<file path="config.mk">
export PLATFORM = sky130hd
export DESIGN_NAME = pc_trace_buffer
export DESIGN_NICKNAME = d
export VERILOG_FILES = /design/src/rtl/pc_trace_buffer.sv
export SDC_FILE = /design/constraint.sdc
export NUM_CORES = 1
export LEC_CHECK = 0
export ABC_AREA = 1
export CAP_MARGIN = 20
export CORE_MARGIN = 3
export CORE_UTILIZATION = 55
export CTS_CLUSTER_DIAMETER = 60
export DETAILED_ROUTE_END_ITERATION = 16
export GPL_ROUTABILITY_DRIVEN = 0
export PLACE_DENSITY_LB_ADDON = 0.05
export SYNTH_ARGS = -nofsm -noshare
export SYNTH_HDL_FRONTEND = slang
export SYNTH_SLANG_ARGS = --single-unit
export TNS_END_PERCENT = 20
</file>
<file path="constraint.sdc">
create_clock -name clk -period 6.7 [get_ports clk]
set_clock_uncertainty 0.15 [all_clocks]
set_input_delay 0.67 -clock clk [delete_from_list [all_inputs] [get_ports clk]]
set_output_delay 0.67 -clock clk [all_outputs]
set_load 0.01 [all_outputs]
</file>
<file path="src/rtl/pc_trace_buffer.sv">
// PC trace buffer: captures fetch-stage PC/instruction pairs with a timestamp whenever the
// PC changes (or on the first enabled cycle) and queues them in a small FIFO for a consumer.
module pc_trace_buffer #(
    parameter int DEPTH = 8,
    parameter int TS_W  = 16
) (
    input  logic                     clk,
    input  logic                     reset_n,
    input  logic [31:0]              if_pc,
    input  logic [31:0]              if_instr,
    input  logic                     trace_en,
    input  logic                     clear,
    output logic                     tr_valid,
    input  logic                     tr_ready,
    output logic [31:0]              tr_pc,
    output logic [31:0]              tr_instr,
    output logic [TS_W-1:0]          tr_ts,
    output logic [$clog2(DEPTH):0]   level,
    output logic [7:0]               drop_cnt
);

    localparam int AW = $clog2(DEPTH);
    localparam int LW = AW + 1;
    localparam logic [LW-1:0] FULL_LVL = LW'(DEPTH);

    logic [TS_W-1:0] ts_r;
    logic [AW-1:0]   wr_ptr_r;
    logic [AW-1:0]   rd_ptr_r;
    logic [LW-1:0]   level_r;
    logic [7:0]      drop_cnt_r;
    logic [31:0]     last_pc_r;
    logic            first_flag_r;
    logic            tr_valid_r;
    logic [31:0]     head_pc_r;
    logic [31:0]     head_instr_r;
    logic [TS_W-1:0] head_ts_r;

    logic [31:0]     mem_pc_r    [DEPTH];
    logic [31:0]     mem_instr_r [DEPTH];
    logic [TS_W-1:0] mem_ts_r    [DEPTH];

    logic            capture_s;
    logic            pop_s;
    logic            full_s;
    logic            push_s;
    logic            drop_s;
    logic [LW-1:0]   level_nxt_s;
    logic [AW-1:0]   rd_ptr_nxt_s;
    logic [31:0]     head_pc_nxt_s;
    logic [31:0]     head_instr_nxt_s;
    logic [TS_W-1:0] head_ts_nxt_s;

    // Capture, push/pop and drop decisions for the current cycle.
    always_comb begin
        capture_s = trace_en && (first_flag_r || (if_pc != last_pc_r));
        pop_s     = tr_valid_r && tr_ready;
        full_s    = (level_r == FULL_LVL);
        push_s    = capture_s && (!full_s || pop_s);
        drop_s    = capture_s && full_s && !pop_s;
    end

    // Next occupancy, read pointer and head entry; clear empties everything.
    always_comb begin
        level_nxt_s  = level_r;
        rd_ptr_nxt_s = rd_ptr_r;
        if (clear) begin
            level_nxt_s  = {LW{1'b0}};
            rd_ptr_nxt_s = {AW{1'b0}};
        end else begin
            unique case ({push_s, pop_s})
                2'b10:   level_nxt_s = level_r + LW'(1);
                2'b01:   level_nxt_s = level_r - LW'(1);
                default: level_nxt_s = level_r;
            endcase
            if (pop_s) begin
                rd_ptr_nxt_s = rd_ptr_r + AW'(1);
            end else begin
                rd_ptr_nxt_s = rd_ptr_r;
            end
        end
        // The slot being written this cycle becomes the head when the FIFO drains onto it.
        if (push_s && (wr_ptr_r == rd_ptr_nxt_s)) begin
            head_pc_nxt_s    = if_pc;
            head_instr_nxt_s = if_instr;
            head_ts_nxt_s    = ts_r;
        end else begin
            head_pc_nxt_s    = mem_pc_r[rd_ptr_nxt_s];
            head_instr_nxt_s = mem_instr_r[rd_ptr_nxt_s];
            head_ts_nxt_s    = mem_ts_r[rd_ptr_nxt_s];
        end
    end

    // Free-running timestamp; only reset touches it.
    always_ff @(posedge clk or negedge reset_n) begin
        if (!reset_n) begin
            ts_r <= {TS_W{1'b0}};
        end else begin
            ts_r <= ts_r + TS_W'(1);
        end
    end

    // FIFO control, compare state, drop counter and registered head outputs.
    always_ff @(posedge clk or negedge reset_n) begin
        if (!reset_n) begin
            wr_ptr_r     <= {AW{1'b0}};
            rd_ptr_r     <= {AW{1'b0}};
            level_r      <= {LW{1'b0}};
            drop_cnt_r   <= 8'd0;
            last_pc_r    <= 32'd0;
            first_flag_r <= 1'b1;
            tr_valid_r   <= 1'b0;
            head_pc_r    <= 32'd0;
            head_instr_r <= 32'd0;
            head_ts_r    <= {TS_W{1'b0}};
        end else begin
            level_r      <= level_nxt_s;
            rd_ptr_r     <= rd_ptr_nxt_s;
            tr_valid_r   <= (level_nxt_s != {LW{1'b0}});
            head_pc_r    <= head_pc_nxt_s;
            head_instr_r <= head_instr_nxt_s;
            head_ts_r    <= head_ts_nxt_s;
            if (clear) begin
                wr_ptr_r     <= {AW{1'b0}};
                drop_cnt_r   <= 8'd0;
                first_flag_r <= 1'b1;
            end else begin
                if (push_s) begin
                    wr_ptr_r <= wr_ptr_r + AW'(1);
                end else begin
                    wr_ptr_r <= wr_ptr_r;
                end
                if (drop_s && (drop_cnt_r != 8'hFF)) begin
                    drop_cnt_r <= drop_cnt_r + 8'd1;
                end else begin
                    drop_cnt_r <= drop_cnt_r;
                end
                if (!trace_en) begin
                    first_flag_r <= 1'b1;
                end else if (capture_s) begin
                    first_flag_r <= 1'b0;
                    last_pc_r    <= if_pc;
                end else begin
                    first_flag_r <= first_flag_r;
                end
            end
        end
    end

    // Entry storage; contents are only meaningful between the pointers.
    always_ff @(posedge clk) begin
        if (push_s && !clear) begin
            mem_pc_r[wr_ptr_r]    <= if_pc;
            mem_instr_r[wr_ptr_r] <= if_instr;
            mem_ts_r[wr_ptr_r]    <= ts_r;
        end
    end

    assign tr_valid = tr_valid_r;
    assign tr_pc    = head_pc_r;
    assign tr_instr = head_instr_r;
    assign tr_ts    = head_ts_r;
    assign level    = level_r;
    assign drop_cnt = drop_cnt_r;

endmodule
</file>
After elaboration in Yosys (flattened, before gate mapping) --
Memory sizes are Yosys's and may differ from the RTL's. Cells that the tools add are included.
Word-level totals: flip-flop bits (word level) 148, memories kept 3, word-level logic and storage cells 61, RAM bits 640, input port bits 69, output and inout port bits 93, bits in read-only memories 0, bits in latches 0
Memory list:
- mem_instr_r | words 8, bits a word 32, rd ports 1, clocked after Yosys merged registers in 0, write ports 1, line 39 | logic [31:0] mem_instr_r [DEPTH];
- mem_pc_r | words 8, bits a word 32, rd ports 1, clocked after Yosys merged registers in 0, write ports 1, line 38 | logic [31:0] mem_pc_r [DEPTH];
- mem_ts_r | words 8, bits a word 16, rd ports 1, clocked after Yosys merged registers in 0, write ports 1, line 40 | logic [TS_W-1:0] mem_ts_r [DEPTH];
Operators by class: reduce and logical (&&, ||, !) cells 17, $lt $le $gt $ge 0, div/mod/pow operators 0, multipliers 0, multiplexer cells 16, equality and inequality tests 7, bitwise gates (word level) 1, shifts and indexed selects 0, add/subtract/negate cells 6
Operator list (count):
- 2-to-1 mux 32 bit | 2
- inequality test 32 bit | 1
- adder 16 x 1 -> 16 bit (second input constant) | 1
- 2-to-1 mux 16 bit | 1
- 2-to-1 mux 8 bit | 2
- 2-to-1 mux 3 bit | 4
- adder 8 x 1 -> 8 bit (second input constant) | 1
- logical AND 1 bit | 8
- inequality test 8 bit (second input constant) | 1
- case mux 4 bit (2 select lines) | 1
- adder 3 x 1 -> 3 bit (second input constant) | 2
- 2-to-1 mux 1 bit | 5
- adder 4 x 1 -> 4 bit (second input constant) | 1
- equality test 4 bit (second input constant) | 1
- 2-to-1 mux 4 bit | 1
- nonzero test 2 bit | 2
- nonzero test 4 bit | 1
- subtractor 4 x 1 -> 4 bit (second input constant) | 1
- equality test 3 bit | 1
- logical NOT 1 bit | 3
- inequality test 3 x 1 -> 1 bit (second input constant) | 1
- AND reduction 3 bit | 1
- equality test 2 x 1 -> 1 bit (second input constant) | 1
- equality test 2 bit (second input constant) | 1
- other kinds (2) | 3

Longest topological paths before layout --
Gate-level depths: netlist of run 1.
depth in word-level cells 8, mapped depth 21, depth with buffers taken out 21

Least setup slack after synthesis of run 1 --
Ideal clock, no wire load.
path type input-to-reg, start point input if_pc[15], end point memory mem_instr_r[0][0], enable pin, data arrival time 4.969 ns, path buffers 0, setup time 0.519 ns, path slack 1.062 ns, stages on the path 11, data required time 6.031 ns, cells stage by stage inv_2 or2_0 nand3_1 nor2_1 nand2_1 nor2_1 nand2_1 nand3_1 nor2_1 nand2_1 nor2_1
On the way: word-level cells in the longest chain between the ends 7
Ends and longest elaborated chain:
- start, declared | line 9 | input logic [31:0] if_pc,
- inequality test 32 bit | line 55 | capture_s = trace_en && (first_flag_r || (if_pc != last_pc_r));
- logical OR 1 bit | line 55
- logical AND 1 bit | line 55
- logical AND 1 bit | line 58 | push_s = capture_s && (!full_s || pop_s);
- logical AND 1 bit | line 151 | if (push_s && !clear) begin
- 2-to-1 mux 1 bit | line 151
- 2-to-1 mux 1 bit (not written as such) | line 153 | mem_instr_r[wr_ptr_r] <= if_instr;
- end, declared | line 39
Every way passes these cells.

Worst setup path in the final report of run 1 --
start point input clear, end point register head_pc_r[23], in the netlist tr_pc[23]
On the way: word-level cells in the longest chain between the ends 4, elaborated cells between the ends (all ways) 5, classes of those cells eq/ne (1); mux (2); reduce/logical (1); memory (1)
Ends and longest elaborated chain:
- start, declared | line 12 | input logic clear,
- 2-to-1 mux 3 bit * | line 66 | if (clear) begin
- parallel branches: the longest is 2 deep, another holds memory read (8 x 32 bit)
- 2-to-1 mux 32 bit * | line 82 | if (push_s && (wr_ptr_r == rd_ptr_nxt_s)) begin
- net head_pc_nxt_s[23] | line 49 | logic [31:0] head_pc_nxt_s;
- end signal, assigned | line 119 | head_pc_r <= head_pc_nxt_s;
- end, declared | line 34 | logic [31:0] head_pc_r;
Mark *: on every way through the listed nets, which the timed path passes. A chain may end at the register's enable or synchronous reset.

==> metrics.yaml, run 1 <==
rows: 86
holdBufCountCts: 0
hold_viol: 14
routedWlPerCell_microns: 20.19
powerDensity_nw_per_um2: 352.0
tritoncts: "yes"
slew_headroom_pct: 26.79
r2r-end: "tr_pc[23]"
ioPinCount: 162
post_cts_buffers: 0
drt_wl_total_mm: 70.00
drc: 0
grt_pass1_vias: 19420
min_period_over_period_pct: 63.10
tns_ns: 0
drt-vias-per-instance: 5.590
final_area_sq_um: 35910
violations: "negative hold slack"
dieArea_sq_um: 59510
antenna_found_initial: 0
track_usage_pct: 23.78
grt_remaining_overflow: 0
p_leak_nw: 12.83
ys_types: 35
worstSetupPathType: "in -> reg"
ant_nets: 0
synth.cell_area_sq_um: 31140
drt-initial-drc-count: 1499
postSynthCellCount: 2524
area_delta_synth_final_pct: 15.30
drtPass1Iterations: 5
grt_max_degree: 188
maxCapViolations: 0
clkTransAtPathRegs_ns: 0.06
r2r-start: "tr_valid"
hpwl_mm: 36.60
dpl_cell_area_sq_um: 33490
rr_worst_depth: 13
worst_pin_slew_ns: 1.098
startpoint_type: "input port"
yosysSeqAreaShare_pct: 73.61
critPathRequiredTime_ns: 7.06
ys.flop_type: "edfxtp_1"
crit_path_max_fanout: 142
synth-edff-count: 640
portBuffers: 161
ys_ff_latch: 788
insertion_delay_ns: 0.60
rsz0062_at_grt: "no"
hold_class: "in -> async"
cp.arrival_ns: 4.59
core_sq_um: 55520
drive_gt1_share_pct: 6.140
cts_max_path_buffers: 3
ys_warn_count: 0
reg2reg_slack_ns: 2.74
cts_root_buf: "clkbuf_16"
pre_cts_ws_ns: 1.853
vias: 19390
cts-buffers-inserted: 78
htree_levels: 3
die_x_microns: 244.0
setup_slack_ns: 2.473
nets: 2735
ir_drop_uv: 204.4
crit_path_start: "clear"
worst_setup_path_end_kind: "register"
async_flop_share_pct: 18.78
synth_nets: 2600
grt_pass1_wl_mm: 110.4
clkSinkCount: 788
setup_viol: 0
die_y_microns: 244.0
ctsResizeCount: 0
fmax_mhz: 236.6
final_max_slew_viol_count: 0
min_period_ns: 4.227
antenna_cells: 0
status: "complete, but fails checks"
final_core_util_pct: 64.67
syn_avg_cell_area_sq_um: 12.34
initial_core_util_pct: 56.09
hold_ws_ns: -0.05008
[cell families after synthesis]
| kind of cell | share of synthesized area, % |
|---|---|
| AO/OA/AOI/OAI | 11.17 |
| buffers and inverters | 3.142 |
| flip-flops | 73.61 |
| AND/OR/NAND/NOR | 10.90 |
| adder cells (fa/ha/maj) | 0.3054 |
| XOR/XNOR | 0.8719 |
[synthesized netlist by cell type (all sizes together) (5+ instances only)]
library cell / number / area [sq um]
buf: 80 / 389.1
nand3: 26 / 135.1
o21ai: 247 / 1236
clkbuf: 66 / 247.7
nand4: 10 / 68.81
a21oi: 201 / 1006
or2: 5 / 31.28
xnor2: 10 / 87.58
a31o: 37 / 324.1
edfxtp: 640 / 19220
dfrtp: 147 / 3679
o21a: 80 / 600.6
a31oi: 43 / 269.0
nor2: 239 / 897.1
inv: 91 / 341.6
nand2: 479 / 1798
nor3: 88 / 451.7
xor2: 21 / 183.9
ha: 6 / 75.07
[cell type report]
class	instances	area (sq um)
Multi-Input combinational cell	1499	7318
Sequential cell	788	22920
Tap cell	748	935.9
Clock inverter	17	101.3
Fill cell	4228	19620
Clock buffer	124	2268
Inverter	91	350.3
Timing Repair Buffer	201	2008
[flip-flops by register name, summed over array words and instances (netlist names), 4 cells and up]
| signal | cells |
|---|---|
| mem_instr_r | 256 |
| mem_pc_r | 256 |
| mem_ts_r | 128 |
| last_pc_r | 32 |
| tr_instr | 32 |
| tr_pc | 32 |
| tr_ts | 16 |
| ts_r | 16 |
| drop_cnt | 8 |
| level | 4 |
[cell usage in the layout (no fill, tap or decap), drive strengths merged]
cell	n
a211oi	1
a21oi	201
a31o	37
a31oi	43
buf	41
bufinv	1
clkbuf	124
clkdlybuf4s50	160
clkinv	16
clkinvlp	1
dfrtp	147
dfstp	1
edfxtp	640
fa	1
ha	6
inv	90
nand2	479
nand3	26
nand4	10
nor2	239
nor3	88
nor4	2
o21a	80
o21ai	247
o22ai	1
o31ai	1
o41ai	1
or2	5
xnor2	10
xor2	21
[where the power goes]
part	internal (mW)	switching, mW	total, mW
clock	2.35	1.72	4.07
combinational	1.10	1.66	2.76
sequential	5.65	0.152	5.81
[stage by stage]
stage	cells	power (mW)
after detailed placement	3325	8.666
final	3468	12.64
after CTS	3466	12.74
after global routing	3468	13.24
after floorplan	2524	7.497
after global placement	3325	8.633
[critical path: stages]
cell and delay, ns:
clkdlybuf4s50_1 0.62, inv_2 0.37, nand3_4 0.52, inv_8 0.48
buf_16 0.48, buf_4 0.58, nand2_1 0.10, a21oi_1 0.15
nor3_1 0.09, a31oi_1 0.20, nand2_1 0.08, o21ai_1 0.10
[worst max path at each step]
stage / slack, ns / end / cells past startpoint
2_1_floorplan: 1.06 / mem_instr_r[0][0] / 11
3_3_place_gp: 1.90 / tr_pc[28] / 11
3_5_place_dp: 1.85 / mem_pc_r[1][2] / 12
4_1_cts: 2.48 / tr_pc[23] / 11
5_1_grt: 2.23 / tr_pc[22] / 12
6_report: 2.47 / tr_pc[23] / 12
[routing by layer]
metal | wire, microns | track usage, %
met1 | 30830 | 32.97
met2 | 34130 | 39.74
met3 | 3320 | 3.564
met4 | 1725 | 6.621
met5 | 0 | 0
(Power assumes the default switching activity.)
==> run 2: changes to the inputs <==
==> constraint.sdc (replaced) <==
create_clock -name clk -period 4.1 [get_ports clk]
set_clock_uncertainty 0.15 [all_clocks]
set_input_delay 0.41 -clock clk [delete_from_list [all_inputs] [get_ports clk]]
set_output_delay 0.41 -clock clk [all_outputs]
set_load 0.01 [all_outputs]
==> metrics.yaml, run 2 (synthesis gave the netlist of run 1 again) <==
ant_nets: 0
top_regs: "mem_instr_r: 256 flops, mem_pc_r: 256 flops, mem_ts_r: 128 flops"
critPathRequiredTime_ns: 4.45
crit_path_max_fanout: 10
core_sq_um: 55520
min_period_ns: 3.385
min_period_over_period_pct: 82.56
grt_pass1_wl_mm: 114.1
hold_viol: 0
htree_levels: 3
hpwl_mm: 41.69
nets: 2782
clkTransAtPathRegs_ns: 0.06
area_delta_synth_final_pct: 18.24
cts_root_buf: "clkbuf_16"
drc: 0
clkSinkCount: 788
layout_common_cells: "edfxtp_1 (640), nand2_1 (478), nor2_1 (231)"
status: "completed"
drtPass1Iterations: 5
dieArea_sq_um: 59510
routedWlPerCell_microns: 20.47
track_usage_pct: 24.55
antenna_cells: 0
antenna_found_initial: 0
grt_pass1_vias: 20020
grt_remaining_overflow: 0
powerDensity_nw_per_um2: 577.6
cp.buffers_inverters: 4
critPathTopFamily: "simple AND/OR/NAND/NOR gates"
maxCapViolations: 0
nFillCells: 4144
cts_max_path_buffers: 3
worst_pin_slew_ns: 0.8272
rsz0062_at_grt: "no"
slew_headroom_pct: 44.85
fmax_mhz: 295.4
hold_ws_ns: 0.2865
initial_core_util_pct: 56.09
drive_gt1_share_pct: 8.045
dp_cells: 3371
drt-initial-drc-count: 1647
drt_wl_total_mm: 72.07
drt-vias-per-instance: 5.639
cts-buffers-inserted: 80
reg2reg_slack_ns: 0.88
crit_chain: "clkdlybuf4s50_1 -> inv_1 -> nand2_1 -> nand4_1 -> nor2_1 -> nand2_1 -> nor2_1 -> nand2_1 -> nand2_1 -> nand2_1 -> inv_1 -> ha_1 -> a21oi_1 -> inv_1 -> a21oi_1 -> o21ai_0 -> nand2_1 -> nand2_1 -> nand3_1 -> nand2_1"
die_x_microns: 244.0
tritoncts: "yes"
rows: 86
setup_viol: 0
cp.arrival_ns: 3.73
p_leak_nw: 13.26
multi_input_comb_area_sq_um: 7318
fin_cells: 3520
worst_path_most_repeated_cell: "nand2_1"
hold_class: "in -> reg"
insertion_delay_ns: 0.61
ir_drop_uv: 351.7
portBuffers: 161
final_max_slew_viol_count: 0
cp_slowest_cell: "clkdlybuf4s50_1"
ioPinCount: 162
vias: 19850
die_y_microns: 244.0
final_common_cell: "edfxtp_1"
critPathMaxStageDelay_ns: 0.73
worst_setup_path_end_kind: "register"
seq_area_sq_um: 22920
post_cts_buffers: 0
worstSetupPathType: "in -> reg"
grt_max_degree: 92
startpoint_type: "input port"
[run 2: worst paths after layout]
path                                 to  depth (start not counted)          start
setup / recovery               tr_valid                         20      if_pc[25]
hold reg to reg            last_pc_r[3]                          2   last_pc_r[3]
max in group asynchronous      tr_ts[3]                          3        reset_n
setup reg to reg               tr_valid                         20  last_pc_r[21]
hold / removal                 tr_pc[6]                          3       if_pc[6]
min in group asynchronous     tr_pc[17]                          2        reset_n
[run 2: report_power, final]
group          leakage (nW)  switching (mW)  internal [mW]  total [mW]
combinational          4.33            2.84           1.92        4.76
clock                  1.25            2.92           4.14        7.06
sequential             7.68           0.213           9.24        9.45
[run 2: stage by stage]
| step | TNS (ns) | instance area, sq um | utilization, % | power [mW] | worst slack (ns) |
|---|---|---|---|---|---|
| after global routing | 0 | 36820 | 66.32 | 22.27 | 0.3699 |
| final | 0 | 36820 | 66.32 | 21.27 | 0.7149 |
| after CTS | 0 | 36820 | 66.32 | 21.46 | 0.7515 |
| after detailed placement | 0 | 34260 | 61.70 | 14.39 | 0.1090 |
| after floorplan | -814.16 | 31140 | - | 12.25 | -1.278 |
| after global placement | 0 | 34260 | 61.70 | 14.32 | 0.2514 |
[run 2: repair_timing]
item                                   in CTS  in global routing
hold buffers                                1                  0
resized for setup                           0                  0
endpoints found under the hold margin      79                  0
[run 2: worst register-to-register path, cell delays in order (launching register included)]
cell and delay (ns):
dfrtp_1 0.40, nand2_1 0.10, nand2_1 0.08, nor2_1 0.10
nand2_1 0.06, nor2_1 0.08, nand2_1 0.17, nor2_1 0.14
nand2_1 0.31, nand2_1 0.19, nand2_1 0.13, inv_1 0.14
ha_1 0.24, a21oi_1 0.15, inv_1 0.07, a21oi_1 0.19
o21ai_0 0.15, nand2_1 0.09, nand2_1 0.05, nand3_1 0.08
nand2_1 0.06
[run 2: area by class of cell]
| cell class | count | area share [%] |
|---|---|---|
| Sequential cell | 788 | 62.25 |
| Inverter | 91 | 0.9514 |
| Timing Repair Buffer | 246 | 7.445 |
| Clock buffer | 117 | 6.235 |
| Multi-Input combinational cell | 1499 | 19.87 |
| Clock inverter | 31 | 0.7000 |
| Tap cell | 748 | 2.542 |
[run 2: metal layers]
layer	part of all wire, %	track usage [%]	vias to the layer above
met2	49	40.74	578
met4	2.1	7.320	0
met5	0	0	-
met3	5.6	3.366	93
li1	-	-	9332
met1	43	34.32	9847
